--- src/rtl/diff_in_lane_monitor.sv ---
// Lane health monitor for one differential input buffer (O/OB pair).
// Synchronizes the pair, qualifies the lane before fabric may use it,
// deglitches the data, and counts invalid samples (O == OB) with saturation.
//
// state    | meaning
// ---------+-----------------------------------------------------------
// ST_IDLE  | lane disabled; outputs quiet, D_OUT held
// ST_ACQ   | counting consecutive valid samples toward lock
// ST_LOCK  | lane qualified; deglitch filter active, invalid runs tracked
// ST_FAULT | too many consecutive invalid samples; wait for CLR_ERR
module diff_in_lane_monitor #(
  parameter int LOCK_CNT  = 8,
  parameter int FAULT_CNT = 4,
  parameter int FILT_LEN  = 3,
  parameter int ERR_WIDTH = 8
) (
  input  logic                 CLK,
  input  logic                 RST,
  input  logic                 EN,
  input  logic                 O_IN,
  input  logic                 OB_IN,
  input  logic                 CLR_ERR,
  output logic                 D_OUT,
  output logic                 EDGE,
  output logic                 LOCKED,
  output logic                 FAULT,
  output logic [ERR_WIDTH-1:0] ERR_CNT
);

  localparam logic [1:0] ST_IDLE  = 2'd0;
  localparam logic [1:0] ST_ACQ   = 2'd1;
  localparam logic [1:0] ST_LOCK  = 2'd2;
  localparam logic [1:0] ST_FAULT = 2'd3;

  // Counters hold their terminal value exactly; none ever wraps.
  localparam int VW = $clog2(LOCK_CNT + 1);
  localparam int IW = $clog2(FAULT_CNT + 1);
  localparam int FW = $clog2(FILT_LEN + 1);

  localparam logic [VW-1:0]        VRUN_TC = VW'(LOCK_CNT);
  localparam logic [IW-1:0]        IRUN_TC = IW'(FAULT_CNT);
  localparam logic [FW-1:0]        FILT_TC = FW'(FILT_LEN);
  localparam logic [ERR_WIDTH-1:0] ERR_MAX = '1;

  logic [1:0]           state;
  logic                 o_q1, ob_q1, o_s, ob_s;
  logic [VW-1:0]        vrun;
  logic [IW-1:0]        irun;
  logic [FW-1:0]        fcnt;

  logic                 sample_valid;
  logic [VW-1:0]        vrun_nxt;
  logic [IW-1:0]        irun_nxt;
  logic [FW-1:0]        fcnt_nxt;
  logic [ERR_WIDTH-1:0] err_inc;
  logic                 count_err;

  assign sample_valid = o_s ^ ob_s;
  assign vrun_nxt     = vrun + VW'(1);
  assign irun_nxt     = irun + IW'(1);
  assign fcnt_nxt     = fcnt + FW'(1);
  assign err_inc      = (ERR_CNT == ERR_MAX) ? ERR_CNT : ERR_CNT + ERR_WIDTH'(1);
  // Invalid samples only count once the lane has been qualified.
  assign count_err    = ((state == ST_LOCK) || (state == ST_FAULT)) && !sample_valid;

  // Two-flop synchronizer on each leg of the asynchronous pair.
  always_ff @(posedge CLK) begin
    if (RST) begin
      o_q1  <= 1'b0;
      ob_q1 <= 1'b0;
      o_s   <= 1'b0;
      ob_s  <= 1'b0;
    end else begin
      o_q1  <= O_IN;
      ob_q1 <= OB_IN;
      o_s   <= o_q1;
      ob_s  <= ob_q1;
    end
  end

  // Sequencing FSM with run counters, deglitch filter and error counter.
  always_ff @(posedge CLK) begin
    if (RST) begin
      state   <= ST_IDLE;
      vrun    <= '0;
      irun    <= '0;
      fcnt    <= '0;
      D_OUT   <= 1'b0;
      EDGE    <= 1'b0;
      LOCKED  <= 1'b0;
      FAULT   <= 1'b0;
      ERR_CNT <= '0;
    end else begin
      EDGE <= 1'b0;
      if (!EN) begin
        // Disabling the lane drops qualification but keeps the error history.
        state  <= ST_IDLE;
        LOCKED <= 1'b0;
        FAULT  <= 1'b0;
        vrun   <= '0;
        irun   <= '0;
        fcnt   <= '0;
      end else begin
        // A clear wins over an increment landing on the same edge.
        if (CLR_ERR) begin
          ERR_CNT <= '0;
        end else if (count_err) begin
          ERR_CNT <= err_inc;
        end

        case (state)
          ST_IDLE: begin
            state <= ST_ACQ;
            vrun  <= '0;
          end

          ST_ACQ: begin
            if (!sample_valid) begin
              vrun <= '0;
            end else if (vrun_nxt == VRUN_TC) begin
              // Lock takes the current level directly; this is not a data edge.
              state  <= ST_LOCK;
              LOCKED <= 1'b1;
              D_OUT  <= o_s;
              vrun   <= '0;
              irun   <= '0;
              fcnt   <= '0;
            end else begin
              vrun <= vrun_nxt;
            end
          end

          ST_LOCK: begin
            if (!sample_valid) begin
              fcnt <= '0;
              if (irun_nxt == IRUN_TC) begin
                state  <= ST_FAULT;
                LOCKED <= 1'b0;
                FAULT  <= 1'b1;
                irun   <= '0;
              end else begin
                irun <= irun_nxt;
              end
            end else begin
              irun <= '0;
              if (o_s != D_OUT) begin
                if (fcnt_nxt == FILT_TC) begin
                  D_OUT <= o_s;
                  EDGE  <= 1'b1;
                  fcnt  <= '0;
                end else begin
                  fcnt <= fcnt_nxt;
                end
              end else begin
                fcnt <= '0;
              end
            end
          end

          ST_FAULT: begin
            if (CLR_ERR) begin
              state <= ST_ACQ;
              FAULT <= 1'b0;
              vrun  <= '0;
            end
          end

          default: begin
            state <= ST_IDLE;
          end
        endcase
      end
    end
  end

endmodule

--- config.mk ---
export PLATFORM = sky130hd
export DESIGN_NAME = diff_in_lane_monitor
export DESIGN_NICKNAME = d
export VERILOG_FILES = /design/src/rtl/diff_in_lane_monitor.sv
export SDC_FILE = /design/constraint.sdc
export NUM_CORES = 1
export LEC_CHECK = 0
export ABC_AREA = 1
export CAP_MARGIN = 30
export CORE_UTILIZATION = 40
export CTS_BUF_LIST = sky130_fd_sc_hd__clkbuf_8
export DETAILED_ROUTE_END_ITERATION = 10
export PLACE_DENSITY = 0.56
export SYNTH_ARGS = -nofsm -noshare
export SYNTH_HDL_FRONTEND = slang
export SYNTH_SLANG_ARGS = --single-unit
--- constraint.sdc ---
create_clock -name CLK -period 3.34 [get_ports CLK]
set_input_delay 0.668 -clock CLK [delete_from_list [all_inputs] [get_ports CLK]]
set_output_delay 0.668 -clock CLK [all_outputs]
set_load 0.02 [all_outputs]
Word-level counts from Yosys, hierarchy flattened
Index checks and enable logic that the tools add are counted.
{ "word_totals": {"register_bits": 27, "out_inout_bits": 12} }
{ "op_classes": {"n_addsub": 4, "n_eq_ne": 17, "mux": 40, "n_bitwise": 5, "n_reduce_logical": 17} }
{ "op_table": {"columns": ["op", "count"], "rows": [
  ["two-way mux 8 bit", 3],
  ["two-way mux 2 bit", 10],
  ["two-way mux 1 bit", 13],
  ["two-way mux 3 bit", 4],
  ["two-way mux 4 bit", 3],
  ["!= test 2 bit, second input constant", 6],
  ["one-hot mux 4 bit (3 select lines)", 1],
  ["AND reduction 5 bit", 2],
  ["adder 8 x 1 -> 8 bit, second input constant", 1],
  ["== test 8 bit, second input constant", 1],
  ["one-hot mux 2 bit (4 select lines)", 1],
  ["AND reduction 7 bit", 1],
  ["== test 2 bit, second input constant", 3],
  ["!= test 2 x 1 -> 1 bit, second input constant", 3],
  ["one-hot mux 1 bit (2 select lines)", 3],
  ["one-hot mux 3 bit (2 select lines)", 1],
  ["AND reduction 3 bit", 2],
  ["nonzero test 2 bit", 3],
  ["OR reduction 5 bit", 1],
  ["adder 4 x 1 -> 4 bit, second input constant", 1],
  ["== test 4 bit, second input constant", 1],
  ["NOT 1 bit", 4],
  ["one-hot mux 2 bit (2 select lines)", 1],
  ["AND reduction 4 bit", 1],
  ["other kinds (13)", 13]
]} }

Longest topological paths before layout
Gate-level depths: netlist of run 1.
{ "depth": {"word_depth": 6, "ltp_mapped": 11, "mapped_depth_nobuf": 11} }

Least setup slack after synthesis of run 1
No wires, ideal clock.
{ "synth_path": {"kind": "reg-to-reg", "start": "register ERR_CNT[0]", "end": "register ERR_CNT[7]", "setup_ps": 117, "arrival_time_ps": 1425, "required_ps": 3223, "path_slack_ps": 1798, "stages_incl_launch_ff": 9, "n_path_buf": 0, "synth_period_minus_slack_ps": 1542, "path_cell_list": "dfxtp_1 ha_1 nand2_1 nor2_1 nand3_1 nand3_4 inv_4 o21ai_0 nor2_1"} }
{ "synth_between": {"elab_chain_len": 4, "elab_cells_between_ends": 7} }
{ "synth_rtl": {"columns": ["element", "line_no", "text"], "rows": [
  ["start, declared", "27", "output logic [ERR_WIDTH-1:0] ERR_CNT"],
  ["start signal, assigned", "108", "ERR_CNT <= err_inc;"],
  ["adder 8 x 1 -> 8 bit", "62", "assign err_inc = (ERR_CNT == ERR_MAX) ? ERR_CNT : ERR_CNT + ERR_WIDTH'(1);"],
  ["two-way mux 8 bit", "62", null],
  ["two-way mux 8 bit", "107", "end else if (count_err) begin"],
  ["two-way mux 8 bit", "105", "if (CLR_ERR) begin"]
]} }
Parallel ways exist; a longest one is shown, timed or not. The select of a mux whose other input is x is not followed.
A chain may end at the register's enable or synchronous reset.

Worst setup path in the final report of run 1
{ "layout_path": {"start": "register ERR_CNT[4]", "end": "output ERR_CNT[4]"} }
No word-level cell between the ends.

==> summary.md, run 1 <==
| Metric | Value |
|---|---|
| Run status | `complete, no violations` |
| Sum of negative setup slack | `0 ns` |
| Buffer levels on the longest clock path | `2` |
| Min-Delay Path Class | `reg2reg` |
| Residual antenna-violating net count after detailed routing | `0` |
| Synthesized area per cell | `7.09 um2` |
| Relative area change from synthesis to final layout | `17.9%` |
| Origin of the worst min-delay path | `o_q1` |
| Max IR drop VDD | `0.000185 V` |
| Post-synthesis async set-or-reset flop share | `0%` |
| Routed length per placed instance | `10.1 um` |
| Clock transition at the registers of the reported paths | `0.09 ns` |
| Total routing usage reported by global routing | `14.8%` |
| Reg2Reg Launch Point | `ERR_CNT[0]` |
| Crit-path slowest cell | `sky130_fd_sc_hd__clkdlybuf4s50_1` |
| Number of max-cap violations | `0` |
| Total Wirelength | `2920 um` |
| Area occupied by multi-input gates | `880 um2` |
| DR DRC count | `0` |
| Detailed-placement wirelength estimate | `2250 um` |
| Critical Path AT | `1.43 ns` |
| Synthesized area | `1560 um2` |
| Post-cts repair resize count | `0` |
| Hold endpoint | `o_s` |
| Standard-cell rows | `22` |
| Wire length of the first global-routing pass | `4930 um` |
| Final setup viols | `0` |
| Layout Cells excl Fill | `289` |
| Master cell of the clock root buffer | `sky130_fd_sc_hd__clkbuf_8` |
| Drt first pass iters | `4` |
| First element of the critical path | `ERR_CNT[4]` |
| Ratio of total power to cell area | `328 nW/um2` |
| Worst setup SP type | `flip-flop` |
| Total overflow reported by the global router | `0` |
| Nets in the synthesized netlist | `236` |
| Dominant delay contributor by cell family on the critical path | `buffers and inverters` |
| Fraction of final layout cells sized beyond drive strength 1 | `12.0%` |
| R2R Path End | `ERR_CNT[7]` |
| Count of flip-flops with a built-in enable after synthesis | `0` |
| Post-route fraction of the period consumed by the critical path | `62.7%` |
| Fill count | `414` |
| Leading cell type in the layout, fill and taps excluded | `sky130_fd_sc_hd__nand2_1` |
| Initial cell density of the core | `42.3%` |
| Clk Latency, worst-skew pair | `0.27 ns` |
| Core region area | `3690 um2` |
| Worst hold path cell count | `2` |
| Count of inserted antenna diode cells | `0` |
| Synth Register Bits | `27` |
| Number of antenna violations at the first check in global routing | `0` |
| Leak | `0.728 nW` |
| Worst Tran Pin Value | `0.295 ns` |
| H-tree Lvls | `1` |
| Cell type with the highest aggregate area in the netlist | `sky130_fd_sc_hd__dfxtp_1` |
| Crit. End Element | `output pin` |
| Pre-CTS setup slack | `1.13 ns` |
| Unrepaired setup endpoints after global routing | `false` |
| Vias per Instance | `4.69` |
| R2R setup slack | `1.71 ns` |
| Commonest cells after routing, fill and taps aside | `46 x sky130_fd_sc_hd__nand2_1, 30 x sky130_fd_sc_hd__inv_1, 27 x sky130_fd_sc_hd__dfxtp_1` |
| Via count of the routed design | `1,355` |
| Min setup slack post-route | `1.25 ns` |
| Largest net degree at the start of global routing | `17` |
| Horizontal die dimension | `64.5 um` |
| Number of port buffers | `17` |
| Count of nets after finishing | `258` |
| Area fraction of the dominant cell type after synthesis | `34.6%` |
| Final setup skew | `0.00278 ns` |
| Floorplan die height | `64.5 um` |
| Total clock sinks | `27` |
| Dpl cells | `285` |
| Post-CTS setup repair buffer count | `0` |
| Logic depth of the worst register-to-register path | `8` |
| Cell breakdown of the critical path | `clkdlybuf4s50_1` |
| Headroom to the max-slew limit | `80.3%` |
| Ranking of synthesized cells by area | `sky130_fd_sc_hd__dfxtp_1 35%, sky130_fd_sc_hd__nand2_1 11%, sky130_fd_sc_hd__ha_1 8.0%` |
| Max Freq | `477 MHz` |
| Crit path buffers/inverters | `1` |
| Critical Path RT | `2.67 ns` |
| Max-slew violation count | `0` |
| Sequential Area | `541 um2` |
| Die Outline Area | `4150 um2` |
| Initial detailed-routing violation count | `66` |
| Clock tree from TritonCTS | `done` |
| Number of CTS-inserted buffers | `3` |
| Number of global-route vias before repair | `1,197` |
| Proportion of synthesized chip area in sequential cells | `34.6%` |
| Maximum fanout along the worst path | `8` |
| Final min period | `2.09 ns` |
| Number of unique standard cell types used by synthesis | `28` |
| Number of hold violations in the final report | `0` |
| Kind of critical path | `reg2out` |
| Most common flop cell mapped by yosys | `sky130_fd_sc_hd__dfxtp_1` |
| Num ports | `18` |
| Last weighted congestion value of the routability-driven placer | `0.778` |
| Hold Buf Count CTS | `0` |
| Synthesis warning total | `0` |
| Synthesized instance count | `220` |
| Largest incremental delay on the critical path | `0.66 ns` |
==> final cells by class <==
| type | instances | share of cell area [%] |
|---|---|---|
| flip-flops and latches | 27 | 29.4 |
| clock inverters | 1 | 0.408 |
| repair buffers | 17 | 9.25 |
| inverters | 36 | 7.62 |
| clock buffers | 3 | 2.24 |
| well taps | 48 | 3.27 |
| multi-input cells | 157 | 47.8 |
==> power by group <==
part	switching, mW	internal [mW]	leakage, nW
Clock	0.104	0.0847	0.0217
Combinational	0.0485	0.0303	0.487
Sequential	0.00682	0.329	0.219
Total	0.159	0.444	0.728
==> per-stage QoR <==
step	area, um2	utilization [%]	hold WS [ns]	power [mW]
after floorplan	1560	-	0.388	0.398
after global placement	1790	48.5	0.393	0.424
after detailed placement	1790	48.5	0.396	0.424
after CTS	1840	49.9	0.410	0.612
after global routing	1840	49.9	0.427	0.641
final	1840	49.9	0.409	0.604
==> how the worst max path moves through the flow <==
| stage | cells past startpoint | end | slack (ns) |
|---|---|---|---|
| after floorplan | 8 | ERR_CNT[7] | 1.80 |
| after global placement | 6 | vrun[0] | 1.17 |
| after detailed placement | 6 | vrun[0] | 1.13 |
| after CTS | 1 | ERR_CNT[4] | 1.24 |
| after global routing | 1 | ERR_CNT[4] | 1.19 |
| final | 1 | ERR_CNT[4] | 1.25 |
==> metal layers <==
| layer | track usage [%] | vias to the layer above | wire [um] |
|---|---|---|---|
| met5 | 0 | - | 0 |
| met4 | 4.17 | 0 | 25 |
| li1 | - | 747 | - |
| met3 | 2.64 | 4 | 83 |
| met2 | 25.9 | 18 | 1330 |
| met1 | 18.6 | 586 | 1490 |
==> Yosys cell counts, types with 2 or more instances <==
| cell | n |
|---|---|
| sky130_fd_sc_hd__a21oi_1 | 19 |
| sky130_fd_sc_hd__dfxtp_1 | 27 |
| sky130_fd_sc_hd__ha_1 | 10 |
| sky130_fd_sc_hd__inv_1 | 30 |
| sky130_fd_sc_hd__inv_2 | 3 |
| sky130_fd_sc_hd__inv_4 | 2 |
| sky130_fd_sc_hd__nand2_1 | 46 |
| sky130_fd_sc_hd__nand2_2 | 7 |
| sky130_fd_sc_hd__nand2_4 | 2 |
| sky130_fd_sc_hd__nand3_1 | 12 |
| sky130_fd_sc_hd__nand3_2 | 2 |
| sky130_fd_sc_hd__nand4_1 | 3 |
| sky130_fd_sc_hd__nor2_1 | 25 |
| sky130_fd_sc_hd__nor2_4 | 4 |
| sky130_fd_sc_hd__nor3_1 | 3 |
| sky130_fd_sc_hd__nor4_1 | 2 |
| sky130_fd_sc_hd__o21ai_0 | 10 |
| sky130_fd_sc_hd__o21ai_1 | 3 |
==> logic make-up after synthesis <==
logic type	Yosys count	share of synthesized area (%)
AO/OA/AOI/OAI	36	12.3
adder cells (fa/ha/maj)	10	8.02
flip-flops	27	34.6
XOR/XNOR	1	0.561
buffers and inverters	36	8.98
AND/OR/NAND/NOR	110	35.5
==> state kept, by name (all words and copies together), names as in the netlist <==
register  flops
D_OUT         1
EDGE          1
ERR_CNT       8
FAULT         1
LOCKED        1
fcnt          2
irun          3
o_q1          1
o_s           1
ob_q1         1
ob_s          1
state         2
vrun          4
No activity file was read; power rests on OpenSTA's default activity.
==> inputs of run 2 (changes only) <==
clock period = 2 ns   (was 3.34 ns; I/O delays follow)
==> summary.md, run 2 (synthesized netlist as in run 1, its figures left out) <==
| Metric | Value |
|---|---|
| DR DRC count | `0 (unchanged)` |
| Reg2Reg Launch Point | `ERR_CNT[0]` |
| Number of CTS-inserted buffers | `3 (unchanged)` |
| Crit. End Element | `output pin` |
| Cell breakdown of the critical path | `clkdlybuf4s50_1` |
| Standard-cell rows | `22 (unchanged)` |
| Critical Path RT | `1.60 ns (-1.07 ns)` |
| Fraction of final layout cells sized beyond drive strength 1 | `13.1% (+1.1 points)` |
| Number of max-cap violations | `0 (unchanged)` |
| Largest registers | `ERR_CNT x8, vrun x4, irun x3` |
| Max-slew violation count | `0 (unchanged)` |
| Initial cell density of the core | `42.3% (unchanged)` |
| Final min period | `1.73 ns` |
| Floorplan die height | `64.5 um (unchanged)` |
| Clock transition at the registers of the reported paths | `0.10 ns (about the same)` |
| Crit-path slowest cell | `sky130_fd_sc_hd__clkdlybuf4s50_1` |
| Total routing usage reported by global routing | `16.1% (+1.2 points)` |
| Final setup viols | `0 (unchanged)` |
| Dpl cells | `288 (+1.1%)` |
| Final setup skew | `0.00341 ns (+0.000627 ns)` |
| Core region area | `3690 um2 (unchanged)` |
| Worst setup SP type | `flip-flop` |
| Origin of the worst min-delay path | `ob_q1` |
| Critical Path AT | `1.33 ns (-0.10 ns)` |
| Number of antenna violations at the first check in global routing | `0 (unchanged)` |
| Total Wirelength | `3030 um (+3.7%)` |
| Leading cell type in the layout, fill and taps excluded | `sky130_fd_sc_hd__nand2_1` |
| Number of hold violations in the final report | `0 (unchanged)` |
| Vias per Instance | `4.90 (+4.5%)` |
| Number of port buffers | `17 (unchanged)` |
| Leak | `0.743 nW (+2.1%)` |
| Kind of critical path | `reg2out` |
| Routed length per placed instance | `10.4 um (+2.6%)` |
| Worst Tran Pin Value | `0.287 ns (-0.00737 ns)` |
| Ratio of total power to cell area | `546 nW/um2 (+66%)` |
| Last weighted congestion value of the routability-driven placer | `0.788 (+1.3%)` |
| Count of nets after finishing | `261 (+1.2%)` |
| Largest incremental delay on the critical path | `0.64 ns (-0.02 ns)` |
| Number of global-route vias before repair | `1,280 (+6.9%)` |
| Horizontal die dimension | `64.5 um (unchanged)` |
| Post-CTS setup repair buffer count | `0 (unchanged)` |
| Run status | `complete, no violations` |
| Total overflow reported by the global router | `0 (unchanged)` |
| Via count of the routed design | `1,431 (+5.6%)` |
| Total clock sinks | `27 (unchanged)` |
| Max Freq | `578 MHz` |
| Post-route fraction of the period consumed by the critical path | `86.6%` |
| Post-cts repair resize count | `0 (unchanged)` |
| Maximum fanout along the worst path | `5 (-3)` |
| Wire length of the first global-routing pass | `5340 um (+8.4%)` |
| Buffer levels on the longest clock path | `2 (unchanged)` |
| Residual antenna-violating net count after detailed routing | `0 (unchanged)` |
| Master cell of the clock root buffer | `sky130_fd_sc_hd__clkbuf_8` |
| Clock tree from TritonCTS | `done` |
| Largest reg by FF count | `ERR_CNT` |
| Flip-flop count of the largest register after layout | `8 (unchanged)` |
| Layout Utilization | `50.5% (+0.61 points)` |
| Count of inserted antenna diode cells | `0 (unchanged)` |
| H-tree Lvls | `1 (unchanged)` |
| Drt first pass iters | `4 (unchanged)` |
| Max IR drop VDD | `0.000229 V (+24%)` |
| First element of the critical path | `ERR_CNT[0]` |
| Unrepaired setup endpoints after global routing | `false` |
| Sum of negative setup slack | `0 ns (unchanged)` |
| Layout Cells excl Fill | `292 (+1.0%)` |
| Fill count | `390 (-5.8%)` |
| Die Outline Area | `4150 um2 (unchanged)` |
| Dominant delay contributor by cell family on the critical path | `buffers and inverters` |
| Clk Latency, worst-skew pair | `0.27 ns (about the same)` |
| Largest net degree at the start of global routing | `17 (unchanged)` |
| Headroom to the max-slew limit | `80.8% (+0.49 points)` |
| Hold Buf Count CTS | `0 (unchanged)` |
| Crit path buffers/inverters | `1 (unchanged)` |
| Initial detailed-routing violation count | `70 (+6.1%)` |
| Num ports | `18 (unchanged)` |
| Relative area change from synthesis to final layout | `19.3%` |
| Detailed-placement wirelength estimate | `2250 um (about the same)` |
| Min-Delay Path Class | `reg2reg` |
| Commonest cells after routing, fill and taps aside | `46 x sky130_fd_sc_hd__nand2_1, 30 x sky130_fd_sc_hd__inv_1, 27 x sky130_fd_sc_hd__dfxtp_1` |
## run 2: cell count changes in the layout (fill, tap and decap cells not counted), sizes merged
| cell | previous run | this run |
|---|---|---|
| buf | 0 | 3 |
## run 2: worst paths after layout
path | slack, ns | to | depth (start not counted)
setup reg to reg | 0.38 | ERR_CNT[7] | 8
hold / removal | 0.41 | ob_s | 2
setup / recovery | 0.27 | ERR_CNT[0] | 1
hold reg to reg | 0.41 | ob_s | 2
## run 2: metrics by stage
stage	setup WS (ns)	hold slack (ns)	area (um2)	total power, mW
global placement	0.182	0.390	1810	0.712
global route	0.201	0.428	1860	1.09
CTS	0.263	0.415	1860	1.04
floorplan	0.458	0.388	1560	0.664
detailed placement	0.153	0.398	1810	0.711
finish	0.269	0.411	1860	1.02
## run 2: area by class of cell
class / instances / area [um2] / share of cell area, %
clock buffer: 3 / 41.3 / 2.22
inverter: 36 / 140 / 7.53
clock inverter: 1 / 7.51 / 0.403
timing repair buffer: 20 / 193 / 10.3
tap: 48 / 60.1 / 3.23
multi-input combinational: 157 / 880 / 47.2
sequential: 27 / 541 / 29.0
## run 2: tightest hold or removal path: stages (launching register included)
cell	delay (ns)
sky130_fd_sc_hd__dfxtp_1	0.31
sky130_fd_sc_hd__inv_1	0.04
sky130_fd_sc_hd__nor2_1	0.03
## run 2: layer usage
| layer | vias up | global-route usage (%) | wire length [um] |
|---|---|---|---|
| met3 | 2 | 2.11 | 74 |
| li1 | 754 | - | - |
| met2 | 25 | 25.5 | 1390 |
| met4 | 0 | 6.67 | 25 |
| met1 | 650 | 21.8 | 1540 |
| met5 | - | 0 | 0 |
## run 2: power by group
group	total, mW	internal [mW]	switching [mW]
Clock	0.319	0.141	0.178
Sequential	0.562	0.550	0.0122
Combinational	0.135	0.0532	0.0822
Total	1.02	0.745	0.273
